`src/rtl/pi_nib_pkg.sv`:
```
// rtl/pi_nib_pkg.sv - shared widths and FSM encoding for the Pi nibble receiver
package pi_nib_pkg;

  localparam int NIB_W  = 4;
  localparam int BYTE_W = 8;

  typedef enum logic [1:0] {
    ST_EMPTY = 2'd0,
    ST_HALF  = 2'd1,
    ST_FULL  = 2'd2
  } nib_state_t;

endpackage

```
`src/rtl/sync_bit.sv`:
```
// rtl/sync_bit.sv - single-bit multi-flop synchronizer for an asynchronous Pi line
module sync_bit #(
  parameter int STAGES = 2
) (
  input  logic i_clk,
  input  logic i_d,
  output logic o_q
);

  logic [STAGES-1:0] r_q;

  // No reset: the chain flushes while reset is held, and a reset value would fake an edge.
  always_ff @(posedge i_clk) begin
    r_q <= {r_q[STAGES-2:0], i_d};
  end

  assign o_q = r_q[STAGES-1];

endmodule

```
`src/rtl/pi_nib_rx.sv`:
```
// rtl/pi_nib_rx.sv - Pi nibble/latch receiver driving one-hot shift/latch strobes
// Optional PI_NIB_GLITCH_FILTER_EN: edges need 2 stable synchronized samples.
module pi_nib_rx
  import pi_nib_pkg::*;
#(
  parameter int SYNC_STAGES = 2,
  parameter int NREG        = 4
) (
  input  logic              clk,
  input  logic              reset,
  input  logic              pi_clk,
  input  logic [0:NIB_W-1]  pi_din,
  input  logic              pi_le,
  input  logic [0:1]        pi_sel,
  input  logic              err_clr,
  output logic [0:NREG-1]   sel,
  output logic              le,
  output logic [0:NIB_W-1]  nib,
  output logic [0:BYTE_W-1] byte_cnt,
  output logic              err_frame,
  output logic              err_ovr
);

  logic [7:0]       w_raw;
  logic [7:0]       w_sy;
  logic [1:0]       w_lvl;
  logic [1:0]       w_psel;
  logic [0:NIB_W-1] w_din;

  assign w_raw = {pi_clk, pi_le, pi_sel, pi_din};

  for (genvar gi = 0; gi < 8; gi++) begin : g_sync
    sync_bit #(.STAGES(SYNC_STAGES)) u_sync (
      .i_clk (clk),
      .i_d   (w_raw[gi]),
      .o_q   (w_sy[gi])
    );
  end

  assign w_lvl  = w_sy[7:6];
  assign w_psel = w_sy[5:4];
  assign w_din  = w_sy[3:0];

  logic [1:0] r_prev;
  logic [1:0] w_filt;
  logic [1:0] w_edge;

`ifdef PI_NIB_GLITCH_FILTER_EN
  logic [1:0] r_samp;

  always_ff @(posedge clk) begin
    r_samp <= w_lvl;
  end

  always_comb begin
    w_filt = r_prev;
    for (int i = 0; i < 2; i++) begin
      if (w_lvl[i] == r_samp[i]) w_filt[i] = w_lvl[i];
    end
  end
`else
  assign w_filt = w_lvl;
`endif

  // Reset to 1 so a line held high through reset must fall before it can strobe.
  always_ff @(posedge clk) begin
    if (reset) r_prev <= 2'b11;
    else       r_prev <= w_filt;
  end

  assign w_edge = w_filt & ~r_prev;

  logic             r_pnd_v, r_pnd_le;
  logic [1:0]       r_pnd_sel;
  logic [0:NIB_W-1] r_pnd_nib;
  logic             w_nxt_pv, w_nxt_ple;
  logic [1:0]       w_nxt_psel;
  logic [0:NIB_W-1] w_nxt_pnib;
  logic             w_iss_v, w_iss_le;
  logic [1:0]       w_iss_sel;
  logic [0:NIB_W-1] w_iss_nib;
  logic [0:NREG-1]  w_sel_oh;
  nib_state_t       r_state, w_state_nxt;
  logic             w_set_ovr, w_set_frm;

  always_ff @(posedge clk) begin
    if (reset) r_state <= ST_EMPTY;
    else       r_state <= w_state_nxt;
  end

  always_comb begin
    w_iss_v     = 1'b0;
    w_iss_le    = 1'b0;
    w_iss_sel   = w_psel;
    w_iss_nib   = w_din;
    w_nxt_pv    = 1'b0;
    w_nxt_ple   = r_pnd_le;
    w_nxt_psel  = r_pnd_sel;
    w_nxt_pnib  = r_pnd_nib;
    w_state_nxt = r_state;
    w_set_ovr   = 1'b0;
    w_set_frm   = 1'b0;
    w_sel_oh    = '0;

    // One strobe per cycle, oldest first; the younger event waits one cycle.
    if (r_pnd_v) begin
      w_iss_v   = 1'b1;
      w_iss_le  = r_pnd_le;
      w_iss_sel = r_pnd_sel;
      w_iss_nib = r_pnd_nib;
      if (w_edge[1] || w_edge[0]) begin
        w_nxt_pv   = 1'b1;
        w_nxt_ple  = ~w_edge[1];
        w_nxt_psel = w_psel;
        w_nxt_pnib = w_din;
      end
    end else if (w_edge[1]) begin
      w_iss_v = 1'b1;
      if (w_edge[0]) begin
        w_nxt_pv   = 1'b1;
        w_nxt_ple  = 1'b1;
        w_nxt_psel = w_psel;
        w_nxt_pnib = w_din;
      end
    end else if (w_edge[0]) begin
      w_iss_v  = 1'b1;
      w_iss_le = 1'b1;
    end

    if (w_iss_v) begin
      if (w_iss_le) begin
        w_state_nxt = ST_EMPTY;
        w_set_frm   = (r_state != ST_FULL);
      end else begin
        case (r_state)
          ST_EMPTY: w_state_nxt = ST_HALF;
          ST_HALF:  w_state_nxt = ST_FULL;
          default: begin
            w_state_nxt = ST_FULL;
            w_set_ovr   = 1'b1;
          end
        endcase
      end
      for (int i = 0; i < NREG; i++) begin
        if (int'(w_iss_sel) == i) w_sel_oh[i] = 1'b1;
      end
    end
  end

  always_ff @(posedge clk) begin
    if (reset) begin
      r_pnd_v   <= 1'b0;
      r_pnd_le  <= 1'b0;
      r_pnd_sel <= '0;
      r_pnd_nib <= '0;
      sel       <= '0;
      le        <= 1'b0;
      nib       <= '0;
      byte_cnt  <= '0;
      err_frame <= 1'b0;
      err_ovr   <= 1'b0;
    end else begin
      r_pnd_v   <= w_nxt_pv;
      r_pnd_le  <= w_nxt_ple;
      r_pnd_sel <= w_nxt_psel;
      r_pnd_nib <= w_nxt_pnib;
      sel       <= w_sel_oh;
      le        <= w_iss_v & w_iss_le & (|w_sel_oh);
      if (w_iss_v && !w_iss_le) nib <= w_iss_nib;
      if (w_iss_v && w_iss_le) byte_cnt <= byte_cnt + BYTE_W'(1);
      err_frame <= w_set_frm | (err_frame & ~err_clr);
      err_ovr   <= w_set_ovr | (err_ovr & ~err_clr);
    end
  end

endmodule

```
`config.mk`:
```
export PLATFORM = sky130hd
export DESIGN_NAME = pi_nib_rx
export DESIGN_NICKNAME = d
export VERILOG_FILES = /design/src/rtl/pi_nib_pkg.sv /design/src/rtl/sync_bit.sv /design/src/rtl/pi_nib_rx.sv
export SDC_FILE = /design/constraint.sdc
export NUM_CORES = 1
export LEC_CHECK = 0
export ABC_AREA = 1
export CORE_MARGIN = 4
export CORE_UTILIZATION = 40
export CTS_CLUSTER_DIAMETER = 150
export CTS_CLUSTER_SIZE = 40
export DETAILED_ROUTE_END_ITERATION = 8
export PLACE_DENSITY = 0.71
export RECOVER_POWER = 25
export SKIP_CTS_REPAIR_TIMING = 1
export SYNTH_ARGS = -nofsm -noshare
export SYNTH_HDL_FRONTEND = slang
export SYNTH_HIERARCHICAL = 1
export SYNTH_SLANG_ARGS = --single-unit
export TNS_END_PERCENT = 1
```
`constraint.sdc`:
```
create_clock -name clk -period 3.3 [get_ports clk]
set_input_delay 0.33 -clock clk [delete_from_list [all_inputs] [get_ports clk]]
set_output_delay 0.33 -clock clk [all_outputs]
set_load 0.01 [all_outputs]
```
==> qor.csv <==
stage,metric,value,unit
worst_setup_path,FF-to-FF setup slack,1880,ps
synthesis,number of synthesis warnings,6,
floorplanning,chip height,72.62,um
timing,final setup violating endpoints,0,
final_layout,layout cells sized above 1,0.1009,
grt,gr ovfl total,0,
route,Post-Route WL,2879,um
timing,Slew headroom,0.6698,
grt,Tot GR Track Use,0.1274,
worst_hold_path,hold crit path type,reg -> reg,
synthesis,register area share after synthesis,0.5633,
clock_network,Root Buffer Master,clkbuf_8,
timing,RSZ-0062 raised after global routing,no,
timing,Worst Skew,4.794,ps
synthesis,Synth Register Bits,47,
final_layout,fin nets,239,
floorplanning,num ports,30,
synthesis,Mapped Area,0.001670,mm2
final_layout,Finished Cell Area,0.002096,mm2
grt,first-pass GRT wire length,5154,um
run_status,status,"finished, final reports clean",
clock_network,Num CTS Buffers,5,
final_layout,"commonest non-fill, non-tap cell in the layout",dfxtp_1,
worst_hold_path,worst hold stages,0,
job,Max-cap violations,0,
placed_design,DP Area,0.002006,mm2
floorplanning,Die Area,0.005274,mm2
timing,WHS,331.7,ps
synthesis,net count after synthesis,206,
final_layout,"commonest cells after routing, fill and taps aside","47 x dfxtp_1, 39 x nand2_1, 21 x clkdlybuf4s50_1, 19 x nand3_1, 18 x nor2_1",
synthesis,Cells after Synth,194,
worst_setup_path,Critical R2R Launch,r_pnd_v,
worst_setup_path,crit path cell chain,clkdlybuf4s50_1,
synthesis,largest area contributor in the netlist,dfxtp_1,
timing,Worst-Margin Slew,494.6,ps
worst_setup_path,Critical Path RT,2970,ps
timing,Tmin final,1612,ps
clock_network,CTS tree,done,
route,routed len/inst,10.36,um
final_layout,Fill cells,397,
floorplanning,Initial Util,0.4146,
synthesis,Avg Inst Size Synth,8.610,um2
route,ANT nets after route,0,
worst_hold_path,WHS Endpoint,g_sync[6].u_sync/r_q[1],
final_layout,diode count,0,
final_layout,Final Non-Filler Cells,278,
placed_design,Place WS,1709,ps
timing,Final Max Slew Viols,0,
clock_network,Max clock buf depth,2,
worst_setup_path,"delay-heaviest family, CP",buffers and inverters,
synthesis,post-synth top area share,0.5633,
power,peak supply drop,0.3767,mV
final_layout,register area,940.9,um2
route,DR iter-0 viols,50,
route,vias per cell,4.612,
floorplanning,Cell Rows,23,
synthesis,Netlist cell types,23,
clock_network,clk sinks,47,
worst_setup_path,crit path max-delay cell type,clkdlybuf4s50_1,
worst_setup_path,Setup crit end kind,output port,
clock_network,Skew-Pair Late Insertion Delay,300,ps
worst_hold_path,Worst Min Path Start,g_sync[6].u_sync/r_q[0],
clock_network,"Clk pin slew, worst setup/hold paths",80,ps
grt,largest net degree at the start of global routing,17,
timing,crit share post-route,0.4884,
timing,Setup TNS,0,ps
placed_design,Post-DP HPWL,2055,um
final_layout,Area growth syn-to-layout,25.47,%
timing,Max Clk Rate,620.4,MHz
placed_design,placed cell count,270,
worst_setup_path,worst-path fanout max,6,
final_layout,area of the multi-input gates,629.4,um2
grt,vias in the first global route,1196,
worst_setup_path,r2r worst-path depth,6,
placed_design,I/O Buffers,29,
worst_setup_path,"Arr. time, crit path",1280,ps
power,Leak Pwr,0.8378,nW
worst_setup_path,startpoint types,register,
timing,Worst Slack Setup Final,1688,ps
grt,antenna violations before repair,0,
floorplanning,Die W,72.62,um
synthesis,synth top area cells,"dfxtp_1 56%, nand2_1 8.8%, nand3_1 5.7%",
worst_setup_path,max incr delay on CP,570,ps
route,vias post-DR,1282,
clock_network,Max H-tree Level,2,
timing,final hold viol count,0,
route,DRC violations left,0,
placed_design,routability cong.,0.7307,
worst_setup_path,Crit Path Class,reg -> out,
power,pwr/cell area,475.7,mW/mm2
route,drt pass-1 iters,4,
worst_setup_path,Reg-to-Reg End,byte_cnt[7],
worst_setup_path,Bufs and invs on worst path,1,
floorplanning,Core ar.,0.004029,mm2
==> through the flow <==
stage | power, mW | utilization
after global placement | 0.6738 | 0.4978
after detailed placement | 0.6754 | 0.4978
after CTS | 1.014 | 0.5202
after global routing | 1.053 | 0.5202
after floorplan | 0.6448 | -
final | 0.9969 | 0.5202
==> synth_stat cells, drive strengths merged <==
cell,instances
dfxtp,47
nand2,46
nand3,21
inv,20
nor2,20
a21oi,17
o21ai,12
buf,2
clkbuf,2
nor3,2
xnor2,2
ha,1
or2,1
xor2,1
==> power by group <==
part | switching, mW | internal [mW] | total [mW]
sequential | 0.00985 | 0.586 | 0.596
clock | 0.185 | 0.152 | 0.337
combinational | 0.0336 | 0.0300 | 0.0636
total | 0.229 | 0.768 | 0.997
==> worst max path at each step <==
stage / from / endpoint / slack, ps / depth (start not counted)
2_1_floorplan: byte_cnt[6] / byte_cnt[1] / 2130 / 6
3_3_place_gp: reset / sel[1] / 1720 / 5
3_5_place_dp: reset / sel[1] / 1710 / 5
4_1_cts: byte_cnt[5] / byte_cnt[5] / 1670 / 1
5_1_grt: byte_cnt[5] / byte_cnt[5] / 1610 / 1
6_report: byte_cnt[5] / byte_cnt[5] / 1690 / 1
==> metal layers <==
metal	wire length (um)	GRT usage	vias to the layer above
met3	181	0.05372	5
met4	48	0.05533	0
met1	1278	0.1433	566
met5	0	0	-
met2	1371	0.2104	29
li1	-	-	682
==> cells by family after synthesis <==
logic type | synth area share
simple gates | 0.2644
flops | 0.5633
compound gates | 0.08914
fa+ha+maj | 0.007489
buf+inv | 0.05992
xor+xnor | 0.01573
==> flip-flops by register name, summed over array words and instances (netlist names), 2 cells and up <==
signal / cells
r_state: 2
r_pnd_sel: 2
r_prev: 2
r_pnd_nib: 4
byte_cnt: 8
g_sync.u_sync/r_q: 16
nib: 4
sel: 4
==> final cells by class <==
| cell class | instances | share of cell area |
|---|---|---|
| Clock buffer | 6 | 0.03463 |
| Inverter | 20 | 0.03582 |
| Clock inverter | 2 | 0.008358 |
| Multi-Input combinational cell | 123 | 0.3003 |
| Sequential cell | 47 | 0.4490 |
| Timing Repair Buffer | 30 | 0.1421 |
| Tap cell | 50 | 0.02985 |
Power figures use the tool's default switching activity.
